### config.mk
export PLATFORM = sky130hd
export DESIGN_NAME = coo_aggregation_ctrl_flat
export DESIGN_NICKNAME = d
export VERILOG_FILES = /design/src/rtl/coo_aggregation_ctrl_if.sv /design/src/rtl/coo_aggregation_ctrl.sv /design/src/flat_wrapper.sv
export SDC_FILE = /design/constraint.sdc
export NUM_CORES = 1
export LEC_CHECK = 0
export ABC_AREA = 1
export ABC_CLOCK_PERIOD_IN_PS = 4100
export CORE_MARGIN = 2
export CORE_UTILIZATION = 54
export CTS_BUF_LIST = sky130_fd_sc_hd__clkbuf_16
export DETAILED_ROUTE_END_ITERATION = 7
export GPL_TIMING_DRIVEN = 0
export PLACE_DENSITY = 0.83
export SLEW_MARGIN = 0
export SYNTH_ARGS = -nofsm -noshare
export SYNTH_HDL_FRONTEND = slang
export SYNTH_SLANG_ARGS = --single-unit
export TNS_END_PERCENT = 50
### constraint.sdc
create_clock -name clk -period 4.1 [get_ports clk]
set_input_delay 0.82 -clock clk [delete_from_list [all_inputs] [get_ports clk]]
set_output_delay 0.82 -clock clk [all_outputs]
set_load 0.02 [all_outputs]
### src/rtl/coo_aggregation_ctrl_if.sv
// Control bundle between the COO aggregation sequencer and its memories/datapath.
// master = sequencer side, slave = GCN controller / memories / accumulator side.
interface coo_aggregation_ctrl_if #(
  parameter int COO_BW  = 3,
  parameter int NODE_BW = 3
) ();
  logic               start;
  logic [NODE_BW-1:0] coo_row_in;
  logic [NODE_BW-1:0] coo_col_in;
  logic               coo_rd_en;
  logic [COO_BW-1:0]  coo_rd_addr;
  logic               fm_rd_en;
  logic [NODE_BW-1:0] fm_rd_addr;
  logic               acc_en;
  logic               acc_clr;
  logic               wr_en;
  logic [NODE_BW-1:0] wr_addr;
  logic               busy;
  logic               done;

  modport master (
    input  start, coo_row_in, coo_col_in,
    output coo_rd_en, coo_rd_addr, fm_rd_en, fm_rd_addr,
           acc_en, acc_clr, wr_en, wr_addr, busy, done
  );

  modport slave (
    output start, coo_row_in, coo_col_in,
    input  coo_rd_en, coo_rd_addr, fm_rd_en, fm_rd_addr,
           acc_en, acc_clr, wr_en, wr_addr, busy, done
  );
endinterface

### src/rtl/coo_aggregation_ctrl.sv
// Walks the COO edge list one edge per 4 cycles (+1 per destination change), flushing the
// accumulator on row change and after the last edge; no backpressure, start honoured only in IDLE.
module coo_aggregation_ctrl #(
  parameter int COO_EDGES = 6,
  parameter int COO_BW    = $clog2(COO_EDGES),
  parameter int NODES     = 6,
  parameter int NODE_BW   = $clog2(NODES)
) (
  input  logic                   clk,
  input  logic                   reset,
  coo_aggregation_ctrl_if.master bus
);

  typedef enum logic [2:0] {
    S_IDLE,
    S_COO_RD,
    S_COO_WAIT,
    S_FLUSH,
    S_FM_RD,
    S_ACC,
    S_LAST_WR,
    S_DONE
  } state_e;

  localparam logic [COO_BW-1:0] LAST_EDGE = COO_BW'(COO_EDGES - 1);

  state_e             state_q, state_d;
  logic [COO_BW-1:0]  edge_cnt_q, edge_cnt_d;
  logic [NODE_BW-1:0] cur_dst_q, cur_dst_d;
  logic [NODE_BW-1:0] src_q, src_d;
  logic [NODE_BW-1:0] dst_q, dst_d;

  logic               coo_rd_en_q, coo_rd_en_d;
  logic [COO_BW-1:0]  coo_rd_addr_q, coo_rd_addr_d;
  logic               fm_rd_en_q, fm_rd_en_d;
  logic [NODE_BW-1:0] fm_rd_addr_q, fm_rd_addr_d;
  logic               acc_en_q, acc_en_d;
  logic               acc_clr_q, acc_clr_d;
  logic               wr_en_q, wr_en_d;
  logic [NODE_BW-1:0] wr_addr_q, wr_addr_d;
  logic               busy_q, busy_d;
  logic               done_q, done_d;

  always_ff @(posedge clk or negedge reset) begin
    if (!reset) begin
      state_q       <= S_IDLE;
      edge_cnt_q    <= '0;
      cur_dst_q     <= '0;
      src_q         <= '0;
      dst_q         <= '0;
      coo_rd_en_q   <= 1'b0;
      coo_rd_addr_q <= '0;
      fm_rd_en_q    <= 1'b0;
      fm_rd_addr_q  <= '0;
      acc_en_q      <= 1'b0;
      acc_clr_q     <= 1'b0;
      wr_en_q       <= 1'b0;
      wr_addr_q     <= '0;
      busy_q        <= 1'b0;
      done_q        <= 1'b0;
    end else begin
      state_q       <= state_d;
      edge_cnt_q    <= edge_cnt_d;
      cur_dst_q     <= cur_dst_d;
      src_q         <= src_d;
      dst_q         <= dst_d;
      coo_rd_en_q   <= coo_rd_en_d;
      coo_rd_addr_q <= coo_rd_addr_d;
      fm_rd_en_q    <= fm_rd_en_d;
      fm_rd_addr_q  <= fm_rd_addr_d;
      acc_en_q      <= acc_en_d;
      acc_clr_q     <= acc_clr_d;
      wr_en_q       <= wr_en_d;
      wr_addr_q     <= wr_addr_d;
      busy_q        <= busy_d;
      done_q        <= done_d;
    end
  end

  always_comb begin
    state_d    = state_q;
    edge_cnt_d = edge_cnt_q;
    cur_dst_d  = cur_dst_q;
    src_d      = src_q;
    dst_d      = dst_q;
    case (state_q)
      S_IDLE: begin
        if (bus.start) begin
          edge_cnt_d = '0;
          state_d    = S_COO_RD;
        end
      end
      S_COO_RD: state_d = S_COO_WAIT;
      S_COO_WAIT: begin
        src_d = bus.coo_col_in;
        dst_d = bus.coo_row_in;
        // The first edge seeds the current row; later edges flush the old row on change.
        if (edge_cnt_q == '0) begin
          cur_dst_d = bus.coo_row_in;
          state_d   = S_FM_RD;
        end else if (bus.coo_row_in != cur_dst_q) begin
          state_d = S_FLUSH;
        end else begin
          state_d = S_FM_RD;
        end
      end
      S_FLUSH: begin
        cur_dst_d = dst_q;
        state_d   = S_FM_RD;
      end
      S_FM_RD: state_d = S_ACC;
      S_ACC: begin
        if (edge_cnt_q == LAST_EDGE) begin
          state_d = S_LAST_WR;
        end else begin
          edge_cnt_d = edge_cnt_q + COO_BW'(1);
          state_d    = S_COO_RD;
        end
      end
      S_LAST_WR: state_d = S_DONE;
      S_DONE: begin
        edge_cnt_d = '0;
        state_d    = S_IDLE;
      end
      default: state_d = S_IDLE;
    endcase
  end

  // Outputs are decoded from the next state so they land in flops aligned with state_q.
  always_comb begin
    coo_rd_en_d   = (state_d == S_COO_RD);
    coo_rd_addr_d = coo_rd_en_d ? edge_cnt_d : '0;
    fm_rd_en_d    = (state_d == S_FM_RD);
    fm_rd_addr_d  = fm_rd_en_d ? src_d : '0;
    acc_en_d      = (state_d == S_ACC);
    wr_en_d       = (state_d == S_FLUSH) || (state_d == S_LAST_WR);
    acc_clr_d     = wr_en_d;
    wr_addr_d     = wr_en_d ? cur_dst_d : '0;
    busy_d        = (state_d != S_IDLE);
    done_d        = (state_d == S_DONE);
  end

  assign bus.coo_rd_en   = coo_rd_en_q;
  assign bus.coo_rd_addr = coo_rd_addr_q;
  assign bus.fm_rd_en    = fm_rd_en_q;
  assign bus.fm_rd_addr  = fm_rd_addr_q;
  assign bus.acc_en      = acc_en_q;
  assign bus.acc_clr     = acc_clr_q;
  assign bus.wr_en       = wr_en_q;
  assign bus.wr_addr     = wr_addr_q;
  assign bus.busy        = busy_q;
  assign bus.done        = done_q;

endmodule

### src/flat_wrapper.sv
// flat-port wrapper written by rule: the top's interface ports become plain ports
module coo_aggregation_ctrl_flat 
#(
  parameter int COO_EDGES = 6,
  parameter int COO_BW    = $clog2(COO_EDGES),
  parameter int NODES     = 6,
  parameter int NODE_BW   = $clog2(NODES)
)
  (clk, reset, bus_start, bus_coo_row_in, bus_coo_col_in, bus_coo_rd_en, bus_coo_rd_addr, bus_fm_rd_en, bus_fm_rd_addr, bus_acc_en, bus_acc_clr, bus_wr_en, bus_wr_addr, bus_busy, bus_done);
  coo_aggregation_ctrl_if #(.COO_BW(COO_BW), .NODE_BW(NODE_BW)) bus_i ();
  input  logic clk;
  input  logic reset;
  input wire logic [$bits(bus_i.start)-1:0] bus_start;
  input wire logic [$bits(bus_i.coo_row_in)-1:0] bus_coo_row_in;
  input wire logic [$bits(bus_i.coo_col_in)-1:0] bus_coo_col_in;
  output wire logic [$bits(bus_i.coo_rd_en)-1:0] bus_coo_rd_en;
  output wire logic [$bits(bus_i.coo_rd_addr)-1:0] bus_coo_rd_addr;
  output wire logic [$bits(bus_i.fm_rd_en)-1:0] bus_fm_rd_en;
  output wire logic [$bits(bus_i.fm_rd_addr)-1:0] bus_fm_rd_addr;
  output wire logic [$bits(bus_i.acc_en)-1:0] bus_acc_en;
  output wire logic [$bits(bus_i.acc_clr)-1:0] bus_acc_clr;
  output wire logic [$bits(bus_i.wr_en)-1:0] bus_wr_en;
  output wire logic [$bits(bus_i.wr_addr)-1:0] bus_wr_addr;
  output wire logic [$bits(bus_i.busy)-1:0] bus_busy;
  output wire logic [$bits(bus_i.done)-1:0] bus_done;
  assign bus_i.start = bus_start;
  assign bus_i.coo_row_in = bus_coo_row_in;
  assign bus_i.coo_col_in = bus_coo_col_in;
  assign bus_coo_rd_en = bus_i.coo_rd_en;
  assign bus_coo_rd_addr = bus_i.coo_rd_addr;
  assign bus_fm_rd_en = bus_i.fm_rd_en;
  assign bus_fm_rd_addr = bus_i.fm_rd_addr;
  assign bus_acc_en = bus_i.acc_en;
  assign bus_acc_clr = bus_i.acc_clr;
  assign bus_wr_en = bus_i.wr_en;
  assign bus_wr_addr = bus_i.wr_addr;
  assign bus_busy = bus_i.busy;
  assign bus_done = bus_i.done;
  coo_aggregation_ctrl #(.COO_EDGES(COO_EDGES), .COO_BW(COO_BW), .NODES(NODES), .NODE_BW(NODE_BW)) u_core (.clk(clk), .reset(reset), .bus(bus_i));
endmodule
==> impl_results.md, run 1 <==
- CTS tree: yes
- Max frequency: 473.5 MHz
- Hold Crit Endpoint: u_core.src_q[0]
- Syn_area_per_cell: 8.775 sq um
- Area Growth Syn to Fin: 30.99%
- Tcrit/Tclk final: 0.5151
- Initial Util: 0.5838
- Final core occ: 0.7647
- Reg-to-reg setup timing slack: 2.56 ns
- PortBufs: 24
- CP delay by family, top: buffers and inverters
- Leakage: 0.0008667 uW
- Core box area: 2255 sq um
- Setup violators final: 0
- Die X: 53.37 um
- CTS Buffer Depth: 2
- Initial DRC Count: 21
- Total track usage: 0.2347
- Clock transition at path regs: 0.05 ns
- Max rail drop VDD: 0.0005445 V
- Multi-input logic area: 452.9 sq um
- Largest net degree at the start of global routing: 31
- Pwr dens: 738.4 nW/um^2
- Antenna Cells: 0
- # DRC: 0
- Max-slew violation count: 0
- Critical path launch point type: flip-flop
- R2r endpoint: u_core.bus.coo_rd_addr[2]
- Initial antenna violation count: 0
- Number of synthesized register bits: 30
- Post-CTS Setup Inserts: 0
- Fin. Hold Viols: 0
- Setup WS pre-CTS: 1.725 ns
- Vias: 1,074
- Seq/Total Area, Yosys: 0.5703
- CP Launch Point: u_core.bus.acc_clr
- Critical-path top delay cell: clkdlybuf4s50_1
- Yosys warning count: 0
- Clock root buffer: clkbuf_16
- RR Startpoint: u_core.edge_cnt_q[0]
- Hold path cells: 2
- Die Height: 53.37 um
- Via density: 5.114
- Req. time, crit path: 3.28 ns
- Skew final: 0.006209 ns
- CTS resizes: 0
- Worst Setup End Kind: output port
- Pre-Repair DR Iteration Count: 4
- Worst hold path class: reg -> reg
- Fillers: 162
- Routed wire length: 2732 um
- R2R cell count: 8
- Worst-Margin Slew: 0.6393 ns
- GR Overflow Total: 0
- Min Clock Period, post-route: 2.112 ns
- DP Wirelength: 2014 um
- Mapped cell area: 1316 sq um
- Post-Synthesis Cells: 150
- Clk_lat worst skew: 0.27 ns
- Hold-fix buffers, CTS: 0
- First-pass GRT wire length: 4636 um
- Synth Net Count: 162
- Global placement routability congestion: 0.8907
- Io pins: 25
- Critical path type: reg -> out
- CTS Sinks: 30
- Slew headroom: 0.5738
- Num CTS Buffers: 5
- Htree depth: 2
- Worst-path fanout max: 2
- Fin worst setup slack: 1.988 ns
- WP data arrival: 1.29 ns
- Critical path's largest stage delay: 0.59 ns
- Total of max-cap violations: 0
- Number of distinct library cells after synthesis: 20
- FP Rows: 17
- Die area: 2848 sq um
- Worst-path cell chain: buf_4, clkdlybuf4s50_1
- Wire per inst: 13.01 um
- Share of cells above drive strength 1: 0.08791
- Status: completed
- RSZ-0062 raised after global routing: no
- Vias in the first global route: 1,106
- Final setup TNS: 0 ns
- Sequential cell area: 750.7 sq um
- Buf+Inv Stages, Crit Path: 2
- Nets: 193
- Hold Startpoint: u_core.src_q[0]
- Routed Antenna Nets: 0
-- per-layer routing --
metal,global-route usage,vias up,part of all wire
met5,0,-,0
met4,0.1453,0,0.031
met3,0.07345,10,0.057
met2,0.3868,41,0.49
met1,0.2607,487,0.42
li1,-,536,-
-- layout make-up --
class                           instances  area share
Buffer                                  2     0.01089
Clock buffer                            5     0.07257
Clock inverter                          3    0.007257
Inverter                               25     0.05443
Multi-Input combinational cell         93      0.2627
Sequential cell                        30      0.4354
Tap cell                               28     0.02032
Timing Repair Buffer                   24      0.1364
-- synth_stat cells (all sizes together) --
master  instances  area (sq um)
dfrtp          30         750.7
buf             2         18.77
nand2          41         156.4
a21boi          3         22.52
nand3          10         50.05
a21oi           5         25.02
xnor2           1         8.760
nor2           12         52.55
nand4           1         6.260
ha              3         37.54
o21ai          12         60.06
nor3            2         15.01
inv            25         93.84
a31oi           3         18.77
-- worst max path at each step --
stage / to / slack, ns / cells after the start
after global routing: bus_wr_en / 1.94 / 2
after global placement: u_core.src_q[2] / 1.79 / 1
final: bus_wr_en / 1.99 / 2
after CTS: bus_wr_en / 1.98 / 2
after floorplan: u_core.bus.coo_rd_addr[2] / 2.53 / 9
after detailed placement: u_core.src_q[2] / 1.73 / 1
-- worst min-delay path, cell delays in order, from the launching register on --
cell     delay, ns
dfrtp_1       0.31
nand2_1       0.05
nand2_1       0.06
-- state kept, by name (all words and copies together), names as in the netlist, 3 cells and up --
| signal | flops |
|---|---|
| u_core.bus.wr_addr | 3 |
| u_core.dst_q | 3 |
| u_core.src_q | 3 |
| u_core.bus.fm_rd_addr | 3 |
| u_core.cur_dst_q | 3 |
| u_core.state_q | 3 |
| u_core.edge_cnt_q | 3 |
| u_core.bus.coo_rd_addr | 3 |
-- power by group --
group | switching, uW | total, uW | internal, uW
clock | 114 | 332 | 218
combinational | 293 | 474 | 181
sequential | 71.0 | 467 | 396
total | 478 | 1270 | 795
-- layout by cell type (no fill, tap or decap), types with 3 or more instances in the layout --
master,synthesis,layout
a31oi_1,3,3
inv_1,21,22
inv_2,4,4
dfrtp_1,30,30
a21boi_0,3,3
o21ai_0,8,8
nand2_1,40,40
ha_1,3,3
nor2_1,11,11
o21ai_1,4,4
clkbuf_16,0,5
clkdlybuf4s50_1,0,23
a21oi_1,5,5
nand3_1,10,10
-- kinds of logic (layout without fill, tap and decap cells) --
kind of cell / count (synthesis) / in the layout / synth area share
simple gates: 66 / 66 / 0.2129
flops: 30 / 30 / 0.5703
buf+inv: 27 / 59 / 0.08555
compound gates: 23 / 23 / 0.09601
fa+ha+maj: 3 / 3 / 0.02852
xor+xnor: 1 / 1 / 0.006655
-- metrics by stage --
stage	power (uW)	hold slack, ns	cells	instance area, sq um
4_1_cts	1283	0.4652	210	1729
3_5_place_dp	941.4	0.4553	202	1592
2_1_floorplan	774.9	0.4323	150	1316
3_3_place_gp	908.2	0.4460	202	1592
5_1_grt	1364	0.4855	210	1724
6_report	1273	0.4573	210	1724
(Power assumes the default switching activity.)
==> run 2: changes to the inputs <==
ABC_CLOCK_PERIOD_IN_PS = 2050   (was 4100)
CORE_UTILIZATION = 50   (was 54)
PLACE_DENSITY = 0.78   (was 0.83)
clock period = 2.05 ns   (was 4.1 ns; I/O delays follow)
==> impl_results.md, run 2 (synthesis results as in run 1) <==
- Status: completed
- Min Clock Period, post-route: 1.712 ns
- Worst-path fanout max: 2 (unchanged)
- Max frequency: 584.1 MHz
- Critical-path top delay cell: clkdlybuf4s50_1
- Pwr dens: 1469 nW/um^2 (+99%)
- FP Rows: 18 (+1)
- Via density: 5.047 (-1.3%)
- Total of max-cap violations: 0 (unchanged)
- PortBufs: 24 (unchanged)
- Pre-Repair DR Iteration Count: 4 (unchanged)
- Fin. Hold Viols: 0 (unchanged)
- Area Growth Syn to Fin: 31.18%
- Total track usage: 0.1975 (-0.03723)
- Wire per inst: 12.64 um (-2.9%)
- CTS tree: yes
- CTS Buffer Depth: 2 (unchanged)
- Setup violators final: 0 (unchanged)
- Buf+Inv Stages, Crit Path: 2 (unchanged)
- Largest net degree at the start of global routing: 31 (unchanged)
- Initial Util: 0.5313 (-0.05248)
- Worst hold path class: in -> async
- Critical path type: reg -> out
- GR Overflow Total: 0 (unchanged)
- DP Wirelength: 2014 um (about the same)
- WP data arrival: 1.30 ns (about the same)
- Layout Cells excl Fill: 212 (+0.95%)
- Req. time, crit path: 1.64 ns (-1.64 ns)
- # DRC: 0 (unchanged)
- Clock transition at path regs: 0.05 ns (about the same)
- Nets: 193 (unchanged)
- Htree depth: 2 (unchanged)
- Max-slew violation count: 0 (unchanged)
- Final setup TNS: 0 ns (unchanged)
- CTS resizes: 0 (unchanged)
- RSZ-0062 raised after global routing: no
- Global placement routability congestion: 0.7968 (-11%)
- Initial DRC Count: 33 (+57%)
- CP delay by family, top: buffers and inverters
- Die Height: 55.31 um (+3.6%)
- Fillers: 202 (+25%)
- Core box area: 2477 sq um (+9.9%)
- Num CTS Buffers: 5 (unchanged)
- Antenna Cells: 0 (unchanged)
- Io pins: 25 (unchanged)
- Placed cell area: 1594 sq um (+0.16%)
- Die area: 3059 sq um (+7.4%)
- Vias in the first global route: 1,071 (-3.2%)
- Critical path launch point type: flip-flop
- Die X: 55.31 um (+3.6%)
- Routed wire length: 2679 um (-1.9%)
- Clock root buffer: clkbuf_16
- Clk_lat worst skew: 0.27 ns (about the same)
- Routed Antenna Nets: 0 (unchanged)
- DP Cell Count: 204 (+0.99%)
- Commonest non-fill, non-tap cell in the layout: nand2_1
- Post-CTS Setup Inserts: 0 (unchanged)
- Tcrit/Tclk final: 0.8352
- First-pass GRT wire length: 4547 um (-1.9%)
- Worst-path cell chain: buf_4, clkdlybuf4s50_1
- Worst Setup End Kind: output port
- Max rail drop VDD: 0.001298 V (+140%)
- Total power: 2536 uW (+99%)
- Vias: 1,070 (-0.37%)
- Hold-fix buffers, CTS: 0 (unchanged)
- Worst-Margin Slew: 0.6438 ns (+0.004579 ns)
- Leakage: 0.0008667 uW (unchanged)
- Slew headroom: 0.5708 (-0.003052)
- Share of cells above drive strength 1: 0.08791 (unchanged)
- Design Area, Final: 1727 sq um (+0.15%)
- Skew final: 0.005393 ns (-0.0008168 ns)
- CTS Sinks: 30 (unchanged)
- Commonest non-fill, non-tap cells in the layout: nand2_1 (40), dfrtp_1 (30), clkdlybuf4s50_1 (23)
- Initial antenna violation count: 0 (unchanged)
- Critical path's largest stage delay: 0.58 ns (about the same)
## run 2: per-layer routing
| metal | track usage | part of all wire | vias to the layer above |
|---|---|---|---|
| met5 | 0 | 0 | - |
| met3 | 0.06792 | 0.047 | 7 |
| met4 | 0.1185 | 0.024 | 0 |
| met1 | 0.2308 | 0.41 | 511 |
| li1 | - | - | 531 |
| met2 | 0.3129 | 0.52 | 21 |
## run 2: final timing paths
kind / start / endpoint / slack, ns / depth (start not counted)
hold reg to reg: u_core.src_q[2] / u_core.src_q[2] / 0.47 / 2
min in group clk: u_core.src_q[2] / u_core.src_q[2] / 0.47 / 2
setup / recovery: u_core.bus.acc_clr / bus_wr_en / 0.34 / 2
setup reg to reg: u_core.edge_cnt_q[0] / u_core.bus.coo_rd_addr[2] / 0.50 / 8
max in group asynchronous: reset / u_core.edge_cnt_q[2] / 1.47 / 1
hold / removal: reset / u_core.dst_q[1] / 0.16 / 1
## run 2: worst reg2reg max path, stage by stage (launching register included)
cell	delay, ns
dfrtp_1	0.42
ha_1	0.23
nand2_1	0.09
nor2_1	0.06
inv_1	0.10
nand3_1	0.08
a21oi_1	0.25
nand3_1	0.16
nor2_1	0.11
## run 2: metrics by stage
| step | worst slack [ns] | hold WS, ns | utilization |
|---|---|---|---|
| global placement | 0.1227 | 0.4474 | 0.6434 |
| detailed placement | 0.07655 | 0.4615 | 0.6434 |
| CTS | 0.3218 | 0.4708 | 0.6990 |
| global route | 0.2786 | 0.2122 | 0.6970 |
| floorplan | 0.7290 | 0.1144 | - |
| finish | 0.3379 | 0.1594 | 0.6970 |
## run 2: area by class of cell
cell class,count,area (sq um),share of cell area
Clock inverter,3,12.51,0.007246
Timing Repair Buffer,24,235.2,0.1362
Inverter,25,93.84,0.05435
Buffer,2,18.77,0.01087
Clock buffer,5,125.1,0.07246
Tap cell,30,37.54,0.02174
Sequential cell,30,750.7,0.4348
Multi-Input combinational cell,93,452.9,0.2623
## run 2: power by group
| part | total (uW) | internal (uW) | switching, uW |
|---|---|---|---|
| clock network | 670 | 436 | 234 |
| logic | 936 | 362 | 575 |
| registers | 930 | 793 | 137 |
| total | 2540 | 1590 | 945 |
==> run 3: changes to the inputs <==
ABC_CLOCK_PERIOD_IN_PS = 1500   (was 2050)
CORE_UTILIZATION = 45   (was 50)
PLACE_DENSITY = 0.74   (was 0.78)
clock period = 1.5 ns   (was 2.05 ns; I/O delays follow)
==> impl_results.md, run 3 (synthesis results as in run 1) <==
- WP data arrival: 1.61 ns (+0.31 ns)
- Max-slew violation count: 0 (unchanged)
- Initial Util: 0.4773 (-0.05400)
- Antenna Cells: 0 (unchanged)
- Htree depth: 2 (unchanged)
- Pwr dens: 2006 nW/um^2 (+37%)
- Buf+Inv Stages, Crit Path: 3 (+1)
- Largest net degree at the start of global routing: 31 (unchanged)
- Total track usage: 0.1858 (-0.01168)
- Fin. Hold Viols: 0 (unchanged)
- Die X: 58.09 um (+5.0%)
- Wire per inst: 13.30 um (+5.3%)
- GR Overflow Total: 0 (unchanged)
- Worst Setup End Kind: flip-flop
- Commonest non-fill, non-tap cell in the layout: nand2_1
- PortBufs: 24 (unchanged)
- Global placement routability congestion: 0.8732 (+9.6%)
- Skew final: 0.003085 ns (-0.002308 ns)
- Clk_lat worst skew: 0.27 ns (about the same)
- CTS Buffer Depth: 2 (unchanged)
- Core box area: 2758 sq um (+11%)
- Nets: 204 (+5.7%)
- CTS Sinks: 30 (unchanged)
- # DRC: 0 (unchanged)
- Area Growth Syn to Fin: 43.92%
- Status: completed
- Tcrit/Tclk final: 0.9646
- First-pass GRT wire length: 4533 um (-0.31%)
- Setup WS pre-CTS: -0.3640 ns (-0.4406 ns)
- Initial DRC Count: 46 (+39%)
- Vias in the first global route: 1,032 (-3.6%)
- CP delay by family, top: simple AND/OR/NAND/NOR gates
- Critical path launch point type: flip-flop
- Max frequency: 691.1 MHz
- DP Wirelength: 1887 um (-6.3%)
- Critical-path top delay cell: dfrtp_2
- Share of cells above drive strength 1: 0.2280 (+0.1401)
- Num CTS Buffers: 5 (unchanged)
- Clock transition at path regs: 0.05 ns (about the same)
- Critical path's largest stage delay: 0.44 ns (-0.14 ns)
- Worst-path fanout max: 6 (+4)
- FP Rows: 19 (+1)
- Critical path type: reg -> reg
- Commonest non-fill, non-tap cells in the layout: nand2_1 (37), dfrtp_1 (27), inv_1 (17)
- Critical path depth: 9 (+7)
- Fin worst setup slack: 0.05308 ns (-0.2849 ns)
- Via density: 4.964 (-1.6%)
- Pre-Repair DR Iteration Count: 4 (unchanged)
- Initial antenna violation count: 0 (unchanged)
- Clock root buffer: clkbuf_16
- R2R cell count: 9 (+1)
- Worst-path cell chain: inv_4, nand2_4, nor2_4, buf_4, nand3_2, nand2_2, inv_1, nand3_2, nor2_1
- Hold-fix buffers, CTS: 0 (unchanged)
- Min Clock Period, post-route: 1.447 ns
- Routed Antenna Nets: 0 (unchanged)
- Crit path top cell by count: nand3_2
- Worst-Margin Slew: 0.6516 ns (+0.007707 ns)
- Fillers: 213 (+5.4%)
- Die area: 3374 sq um (+10%)
- Slew headroom: 0.5656 (-0.005138)
- Routed wire length: 2980 um (+11%)
- Io pins: 25 (unchanged)
- Max rail drop VDD: 0.001627 V (+25%)
- Req. time, crit path: 1.66 ns (+0.02 ns)
- Leakage: 0.001117 uW (+29%)
- Total of max-cap violations: 0 (unchanged)
- CTS tree: yes
- Vias: 1,112 (+3.9%)
- Final setup TNS: 0 ns (unchanged)
- Setup violators final: 0 (unchanged)
- Die Height: 58.09 um (+5.0%)
- Worst hold path class: in -> async
==> run 3: worst paths after layout <==
path | slack, ns | end | start
min in group clk | 0.35 | u_core.dst_q[1] | bus_coo_row_in[1]
worst max-delay path | 0.05 | u_core.bus.coo_rd_addr[2] | u_core.state_q[2]
worst min-delay path | 0.05 | u_core.bus.wr_addr[0] | reset
worst min register to register | 0.46 | u_core.src_q[0] | u_core.src_q[0]
worst max register to register | 0.05 | u_core.bus.coo_rd_addr[2] | u_core.state_q[2]
max in group asynchronous | 0.98 | u_core.state_q[2] | reset
==> run 3: metal layers <==
layer  part of all wire  track usage  vias up
met2               0.53       0.2987       22
li1                   -            -      559
met5                  0            0        -
met3              0.054      0.07589        6
met4              0.017      0.08970        0
met1               0.39       0.2154      525
==> run 3: worst register-to-register path: stages, from the launching register on <==
cell and delay [ns]:
dfrtp_2 0.44, inv_4 0.10, nand2_4 0.06, nor2_4 0.17, buf_4 0.15, nand3_2 0.11, nand2_2 0.13, inv_1 0.06
nand3_2 0.08, nor2_1 0.05
==> run 3: per-stage QoR <==
stage,cell area (sq um),hold WS (ns),total power [uW],std cells,utilization
6_report,1894,0.05454,3800,224,0.6869
5_1_grt,1894,0.1104,4095,224,0.6869
4_1_cts,1724,0.4620,3459,213,0.6252
3_5_place_dp,1595,0.4525,2552,205,0.5785
3_3_place_gp,1595,0.4469,2495,205,0.5785
2_1_floorplan,1316,0.004409,2118,150,-
==> run 3: final cells by class <==
type	count	area, sq um	share of cell area
Tap cell	31	38.79	0.02048
Clock inverter	3	11.26	0.005945
Buffer	2	18.77	0.009908
Sequential cell	30	754.5	0.3983
Clock buffer	5	125.1	0.06605
Timing Repair Buffer	35	345.3	0.1823
Inverter	25	98.84	0.05218
Multi-Input combinational cell	93	501.7	0.2649
==> run 3: power breakdown <==
part	internal, uW	total, uW	switching [uW]
sequential	1090	1280	184
combinational	670	1620	946
clock	593	910	317
==> run 3: repair_timing <==
action	4_1_cts	5_1_grt
endpoints found under the hold margin	0	0
cloned	0	0
setup buffers	0	11
resized for setup	10	33
pin swaps	0	6
setup endpoints to repair	40	20
